## config.mk

```make
export PLATFORM = sky130hd
export DESIGN_NAME = i2c_master_arbiter
export DESIGN_NICKNAME = d
export VERILOG_FILES = /design/src/rtl/i2c_master_arbiter.sv
export SDC_FILE = /design/constraint.sdc
export NUM_CORES = 1
export LEC_CHECK = 0
export ABC_CLOCK_PERIOD_IN_PS = 2080
export CELL_PAD_IN_SITES_DETAIL_PLACEMENT = 0
export CELL_PAD_IN_SITES_GLOBAL_PLACEMENT = 1
export CORE_MARGIN = 2
export CORE_UTILIZATION = 26
export CTS_CLUSTER_DIAMETER = 150
export CTS_CLUSTER_SIZE = 40
export DETAILED_ROUTE_END_ITERATION = 10
export PLACE_DENSITY_LB_ADDON = 0.2
export SKIP_CTS_REPAIR_TIMING = 1
export SYNTH_ARGS = -nofsm -noshare
export SYNTH_HDL_FRONTEND = slang
export SYNTH_SLANG_ARGS = --single-unit
```

## constraint.sdc

```tcl
create_clock -name clk -period 2.08 [get_ports clk]
set_clock_uncertainty 0.1 [all_clocks]
set_input_delay 0.208 -clock clk [delete_from_list [all_inputs] [get_ports clk]]
set_output_delay 0.208 -clock clk [all_outputs]
set_load 0.01 [all_outputs]
```

## src/rtl/i2c_master_arbiter.sv

```systemverilog
// i2c_master_arbiter
//   Round-robin arbiter that shares one I2C master engine between NREQ requesters.
//   It latches the winner's address/data/direction and issues a single start pulse.
//   It then waits for the master to complete and returns a one-cycle done pulse
//   with a completion status to the requester it served.
//
//   Optional feature: define I2C_ARB_TIMEOUT_EN to compile in a watchdog. The
//   watchdog ends a transaction with status 2'b10 after TIMEOUT_CYCLES cycles
//   spent waiting on the master.
//
// Ports
//   clk, reset          system clock; asynchronous active-low reset
//   req/req_addr/       per-requester request level, 7-bit address, write byte,
//   req_data/req_rw     and direction (0 = write, 1 = read)
//   grant               one-hot, high from grant until the done pulse
//   done/status/rd_data completion pulse, status (00 ok, 01 NACK, 10 timeout), read byte
//   m_start/m_addr/     start pulse and latched transaction fields toward the master
//   m_data/m_rw
//   m_busy/m_done/      master progress, completion pulse, NACK flag and read byte
//   m_nack/m_rd_data
module i2c_master_arbiter #(
    parameter int unsigned NREQ           = 4,
    parameter int unsigned TIMEOUT_CYCLES = 65535
) (
    input  logic              clk,
    input  logic              reset,
    input  logic [NREQ-1:0]   req,
    input  logic [7*NREQ-1:0] req_addr,
    input  logic [8*NREQ-1:0] req_data,
    input  logic [NREQ-1:0]   req_rw,
    output logic [NREQ-1:0]   grant,
    output logic [NREQ-1:0]   done,
    output logic [1:0]        status,
    output logic [7:0]        rd_data,
    output logic              m_start,
    output logic [6:0]        m_addr,
    output logic [7:0]        m_data,
    output logic              m_rw,
    input  logic              m_busy,
    input  logic              m_done,
    input  logic              m_nack,
    input  logic [7:0]        m_rd_data
);
    localparam int unsigned IDXW = $clog2(NREQ);

    typedef enum logic [2:0] {StIdle, StStart, StWaitBusy, StWaitDone, StResp} state_e;

    state_e            state_q, state_d;
    logic [IDXW-1:0]   last_q, last_d;
    logic [IDXW-1:0]   idx_q, idx_d;
    logic [NREQ-1:0]   grant_q, grant_d;
    logic [6:0]        addr_q, addr_d;
    logic [7:0]        data_q, data_d;
    logic              rw_q, rw_d;
    logic [1:0]        status_q, status_d;
    logic [7:0]        rd_q, rd_d;

    logic [IDXW-1:0]   cand;
    logic [IDXW-1:0]   win_idx;
    logic              win_found;
    logic [6:0]        sel_addr;
    logic [7:0]        sel_data;
    logic              sel_rw;
    logic              timed_out;

`ifdef I2C_ARB_TIMEOUT_EN
    logic [15:0] cnt_q, cnt_d;

    // Counter is zero in the first WAIT_BUSY cycle, so the limit is hit after
    // exactly TIMEOUT_CYCLES waiting cycles.
    assign timed_out = (cnt_q == 16'(TIMEOUT_CYCLES - 1));

    always_comb begin
        cnt_d = cnt_q;
        if (state_q == StStart) begin
            cnt_d = '0;
        end else if (state_q == StWaitBusy || state_q == StWaitDone) begin
            cnt_d = cnt_q + 16'd1;
        end
    end

    always_ff @(posedge clk or negedge reset) begin
        if (!reset) begin
            cnt_q <= '0;
        end else begin
            cnt_q <= cnt_d;
        end
    end
`else
    localparam logic [31:0] TimeoutVec = 32'(TIMEOUT_CYCLES);
    logic unused_timeout;

    assign unused_timeout = ^TimeoutVec;
    assign timed_out      = 1'b0;
`endif

    // Round-robin search starting one past the last served requester, wrapping at NREQ.
    always_comb begin
        cand      = last_q;
        win_found = 1'b0;
        win_idx   = '0;
        for (int k = 0; k < NREQ; k++) begin
            cand = (cand == IDXW'(NREQ - 1)) ? '0 : cand + IDXW'(1);
            if (!win_found && req[cand]) begin
                win_found = 1'b1;
                win_idx   = cand;
            end
        end
    end

    always_comb begin
        sel_addr = '0;
        sel_data = '0;
        sel_rw   = 1'b0;
        for (int i = 0; i < NREQ; i++) begin
            if (win_idx == IDXW'(i)) begin
                sel_addr = req_addr[7*i +: 7];
                sel_data = req_data[8*i +: 8];
                sel_rw   = req_rw[i];
            end
        end
    end

    always_comb begin
        state_d  = state_q;
        last_d   = last_q;
        idx_d    = idx_q;
        grant_d  = grant_q;
        addr_d   = addr_q;
        data_d   = data_q;
        rw_d     = rw_q;
        status_d = status_q;
        rd_d     = rd_q;
        case (state_q)
            StIdle: begin
                if (win_found) begin
                    idx_d   = win_idx;
                    grant_d = NREQ'(1) << win_idx;
                    addr_d  = sel_addr;
                    data_d  = sel_data;
                    rw_d    = sel_rw;
                    state_d = StStart;
                end
            end
            StStart: state_d = StWaitBusy;
            StWaitBusy, StWaitDone: begin
                // Completion takes priority; an early m_done in WAIT_BUSY also completes.
                if (m_done) begin
                    status_d = m_nack ? 2'b01 : 2'b00;
                    rd_d     = m_rd_data;
                    state_d  = StResp;
                end else if (timed_out) begin
                    status_d = 2'b10;
                    rd_d     = '0;
                    state_d  = StResp;
                end else if (state_q == StWaitBusy && m_busy) begin
                    state_d = StWaitDone;
                end
            end
            StResp: begin
                grant_d  = '0;
                last_d   = idx_q;
                status_d = '0;
                rd_d     = '0;
                state_d  = StIdle;
            end
            default: state_d = StIdle;
        endcase
    end

    always_ff @(posedge clk or negedge reset) begin
        if (!reset) begin
            state_q  <= StIdle;
            last_q   <= IDXW'(NREQ - 1);
            idx_q    <= '0;
            grant_q  <= '0;
            addr_q   <= '0;
            data_q   <= '0;
            rw_q     <= 1'b0;
            status_q <= '0;
            rd_q     <= '0;
        end else begin
            state_q  <= state_d;
            last_q   <= last_d;
            idx_q    <= idx_d;
            grant_q  <= grant_d;
            addr_q   <= addr_d;
            data_q   <= data_d;
            rw_q     <= rw_d;
            status_q <= status_d;
            rd_q     <= rd_d;
        end
    end

    assign grant   = grant_q;
    assign m_start = (state_q == StStart);
    assign m_addr  = addr_q;
    assign m_data  = data_q;
    assign m_rw    = rw_q;
    assign done    = (state_q == StResp) ? grant_q : '0;
    assign status  = (state_q == StResp) ? status_q : 2'b00;
    assign rd_data = (state_q == StResp) ? rd_q : 8'h00;

endmodule

```

== Yosys cells after proc, flatten, opt, wreduce, memory -nomap -nowiden ==
Index checks and enable logic that the tools add are counted.
Word-level totals
  word-level logic and storage cells: 94
  bits of input ports: 81
  output and inout port bits: 35
  flip-flop bits (word level): 37
Operators by class
  $lt $le $gt $ge: 4
  shift-type cells: 1
  reduce and logical (&&, ||, !) cells: 16
  add/sub/neg operators: 4
  mux-type cells: 46
  eq/ne operators: 14
Operators by type and width (number)
  8-bit two-way mux: 6
  7-bit two-way mux: 4
  2-bit two-way mux: 10
  8-bit case mux with 2 select lines: 1
  1-bit two-way mux: 13
  2-bit equality test, second input constant: 6
  2-bit by 3-bit < comparator with 1-bit output, second input constant: 4
  3-bit two-way mux: 3
  3-bit case mux with 3 select lines: 1
  2-bit by 1-bit adder with 2-bit output, second input constant: 4
  1-bit binary-select mux with 2-bit select: 4
  4-bit two-way mux: 2
  4-bit case mux with 2 select lines: 1
  2-bit AND reduction: 4
  3-bit by 2-bit equality test with 1-bit output, second input constant: 2
  1-bit logical AND: 4
  2-bit != test, second input constant: 2
  2-bit case mux with 2 select lines: 1
  2-bit nonzero test: 2
  1-bit by 2-bit << shifter with 4-bit output, first input constant: 1
  3-bit by 1-bit equality test with 1-bit output, second input constant: 1
  3-bit equality test, second input constant: 1
  1-bit zero test: 3
  3-bit zero test: 1
  4 further kinds: 4

== Longest topological paths before layout ==
  depth in word-level cells: 19
  gate-level depth with buffers: 8
  depth with buffers taken out: 6

== Worst setup path after synthesis ==
No wires, ideal clock.
  path type: flip-flop to flip-flop
  start point: reg last_q[0]
  end point: reg addr_q[3] (netlist: m_addr[3])
  setup slack: 17 ps
  setup time: 82 ps
  stages on the path, launching flop included: 8
  data arrival time: 1881 ps
  cell sequence: dfstp_2 -> ha_1 -> buf_4 -> nor3b_1 -> a221oi_4 -> nand2b_1 -> and3_1 -> a31oi_1
Between the ends
  longest elaborated chain between the ends: 19
  elaborated cells on any way between the ends: 43
RTL lines
  start, declared: RTL line 49  | logic [IDXW-1:0] last_q, last_d;
  start signal, assigned: RTL line 174  | last_q <= IDXW'(NREQ - 1);
  start signal, assigned: RTL line 184  | last_q <= last_d;
  2-bit by 1-bit adder with 2-bit output or 2-bit equality test (tied branches): RTL line 103  | cand = (cand == IDXW'(NREQ - 1)) ? '0 : cand + IDXW'(1);
  2-bit two-way mux (*): RTL line 103
  branches (longest 17 deep; another with 2-bit by 1-bit adder with 2-bit output)
  end signal, assigned: RTL line 187  | addr_q <= addr_d;
  end, declared: RTL line 52  | logic [6:0] addr_q, addr_d;
Mark *: on every way between the ends. The select of a mux whose other input is x is not followed.
A chain may end at the register's enable or synchronous reset.

== Final worst setup path ==
  start point: reg last_q[1]
  end point: reg addr_q[4] (netlist: m_addr[4])
Same word-level chain as after synthesis.

==> impl_metrics.yaml <==
power_and_ir_drop:
  netSwitchingPower_mw: 1.94
  irDropWorstVdd_uv: 515
  p_comb_share_pct: 63.0
  powerDensity_mw_per_mm2: 1350
  swShare_pct: 39.5
  p_clk_share_pct: 10.7
  p_leak_nw: 1.56
  power_frac_seq_pct: 26.3
  p_int_mw: 2.97
sta:
  period_share_pct: 101
  hold_viol_final: 0
  fin_crit_ns: 2.10
  timing.hold.ws_ns: 0.385
  worst_slack_ns: -0.0221
  rsz0062_at_grt: "true"
  worstMarginPinSlew_ns: 0.835
  maxSlewHeadroom_pct: 44.3
  setup_violations: 2
  report.final.slew_viol_count: 0
  fmax_mhz: 476
placement:
  dp.cells: 416
  gp_congestion: 0.813
  dpl_cell_area_mm2: 0.00342
  io_buffers: 114
  hpwlAfterDp_um: 5030
worst_setup_path:
  r2r_setup_slack_ns: -0.02
  path_max_fanout: 9
  crit_type: "reg -> reg"
  worstPathCellList: "ha_4 > buf_4 > nor3b_2 > a221oi_4 > buf_12 > nand2b_1 > and3_1 > a31oi_1"
  arrival_ns: 2.21
  slowest_delay_ns: 0.56
  r2r_cells: 8
  crit_family: "flip-flops"
  r2r-start: "last_q[1]$_DFFE_PN1P_"
  required_ns: 2.19
  cp-start-kind: "register"
  critPathBufInv: 2
  cp_slowest_cell: "dfstp_2"
  cp-end-kind: "register"
  crit_start: "last_q[1]$_DFFE_PN1P_"
  r2r_end: "m_addr[4]$_DFFE_PN0P_"
clock_network:
  root_buffer: "clkbuf_8"
  cts_max_path_buffers: 2
  clk_pin_slew_ns: 0.07
  cts_buffers: 5
  clk_latency_ns: 0.29
  cts_tree: "done"
  cts.sinks: 36
  cts.htree.levels: 2
global_route:
  grtUsageTotal_pct: 15.7
  antenna_found_initial: 0
  grt_pass1_wl_um: 10800
  grt_pass1_vias: 2044
  overflow: 0
  grt_max_degree: 37
synth:
  synthFlopType: "dfrtp_1"
  ys_ff_latch: 36
  synthCells: 200
  synth_area_mm2: 0.00212
  syn_nets: 282
  yosysSeqAreaShare_pct: 42.7
  ys_warn_count: 0
  synth-edff-count: 0
  syn_area_per_cell_um2: 10.6
  ys_async_sr_fraction_pct: 100
  synth_cell_types: 42
route:
  wl_per_cell_um: 16.4
  drtIter0Drc: 92
  viasPerCell: 4.88
  wl_um: 7040
  drcViolationCount: 0
  via_count: 2094
  postRouteAntennaNets: 0
  firstDrtPassIters: 4
layout:
  design_area_mm2: 0.00363
  area_growth_pct: 71.7
  final_common_cell: "clkdlybuf4s50_1"
  register_area_um2: 907
  instances_no_fill: 429
  diodes: 0
  drive_gt1_share_pct: 17.7
  final_nets: 408
  fillers: 759
  layout_common_cells: "clkdlybuf4s50_1 (110), dfrtp_1 (31), nor2_1 (17)"
  multi_input_area_mm2: 0.00114
status:
  outcome: "complete, but fails checks"
  violations: "setup timing"
die:
  die_x_um: 94.2
  die_h_um: 94.2
  coreArea_mm2: 0.00781
  rows: 32
  ios: 116
  start_util_pct: 27.1
  dieArea_mm2: 0.00888
hold_path:
  holdCritStartpoint: "last_q[1]$_DFFE_PN1P_"
  hold_path_depth: 2
  whs_endpoint: "last_q[1]$_DFFE_PN1P_"
  hold_class: "reg -> reg"
run:
  maxCapViolations: 0
[worst register-to-register path, cell delays in order (launching register included)]
cell and delay [ns]:
dfstp_2 0.56, ha_4 0.23, buf_4 0.14, nor3b_2 0.25, a221oi_4 0.13, buf_12 0.16, nand2b_1 0.14, and3_1 0.18
a31oi_1 0.15
[power by group through the flow]
stage	sequential [mW]	clock (mW)	combinational [mW]
3_5_place_dp	1.28	0	2.92
3_3_place_gp	1.28	0	2.89
5_1_grt	1.34	0.569	3.34
4_1_cts	1.27	0.542	2.92
6_report	1.29	0.526	3.09
2_1_floorplan	1.31	0	1.72
[worst max path at each step]
stage               depth (start not counted)                     to  slack [ns]
CTS                                         7  m_addr[4]$_DFFE_PN0P_       -0.07
detailed placement                          7  m_addr[4]$_DFFE_PN0P_        -0.1
floorplan                                   7  m_addr[3]$_DFFE_PN0P_        0.02
global placement                            7  m_addr[4]$_DFFE_PN0P_       -0.04
finish                                      8  m_addr[4]$_DFFE_PN0P_       -0.02
global route                                8  m_addr[4]$_DFFE_PN0P_       -0.09
[logic make-up (layout without fill, tap and decap cells)]
| family | count (synthesis) | in the layout | share of synthesized area [%] |
|---|---|---|---|
| buf+inv | 16 | 143 | 5.14 |
| flops | 36 | 36 | 42.7 |
| other cells | 1 | 1 | 0.177 |
| fa+ha+maj | 1 | 1 | 0.591 |
| mux | 14 | 14 | 6.62 |
| compound gates | 57 | 57 | 25.9 |
| simple gates | 75 | 75 | 18.9 |
[synthesized netlist by cell type, types with 4 or more instances]
library cell / number / area share [%]
nor2_1: 18 / 3.2
clkbuf_1: 4 / 0.71
a221oi_1: 4 / 1.7
mux2i_1: 14 / 6.6
dfrtp_1: 34 / 40
nand3_1: 7 / 1.7
and3_1: 15 / 4.4
buf_4: 4 / 1.4
nand3b_1: 4 / 1.4
buf_6: 4 / 2.1
nand2_1: 15 / 2.7
a221oi_2: 10 / 7.1
o22ai_1: 15 / 4.4
a22o_1: 9 / 3.7
[registers in the layout (all words and copies together) (netlist names)]
register  cells
grant         4
idx_q         2
last_q        2
m_addr        7
m_data        8
m_rw          1
rd_q          8
state_q       3
status_q      1
[cell type report]
cell class,instances,share of cell area (%)
well taps,102,3.51
multi-input cells,148,31.4
flip-flops and latches,36,25.0
clock buffers,8,2.48
inverters,1,0.103
repair buffers,134,37.5
[metal layers]
metal,vias to the layer above,part of all wire [%],GRT usage (%)
met1,1012,45,21.3
met4,0,2.0,6.04
li1,1013,-,-
met3,9,4.6,2.49
met5,-,0,0
met2,60,49,25.1
[stage by stage]
step	setup WS (ns)	setup TNS (ns)	power [mW]	utilization, %
final	-0.0221	-0.0283	4.91	46.5
after global routing	-0.0937	-0.765	5.25	46.5
after CTS	-0.0694	-0.599	4.74	45.0
after detailed placement	-0.0980	-0.796	4.20	43.9
after global placement	-0.0403	-0.0892	4.18	43.9
after floorplan	0.0173	0	3.04	-
Note: power is estimated with default switching activity, not from simulation.
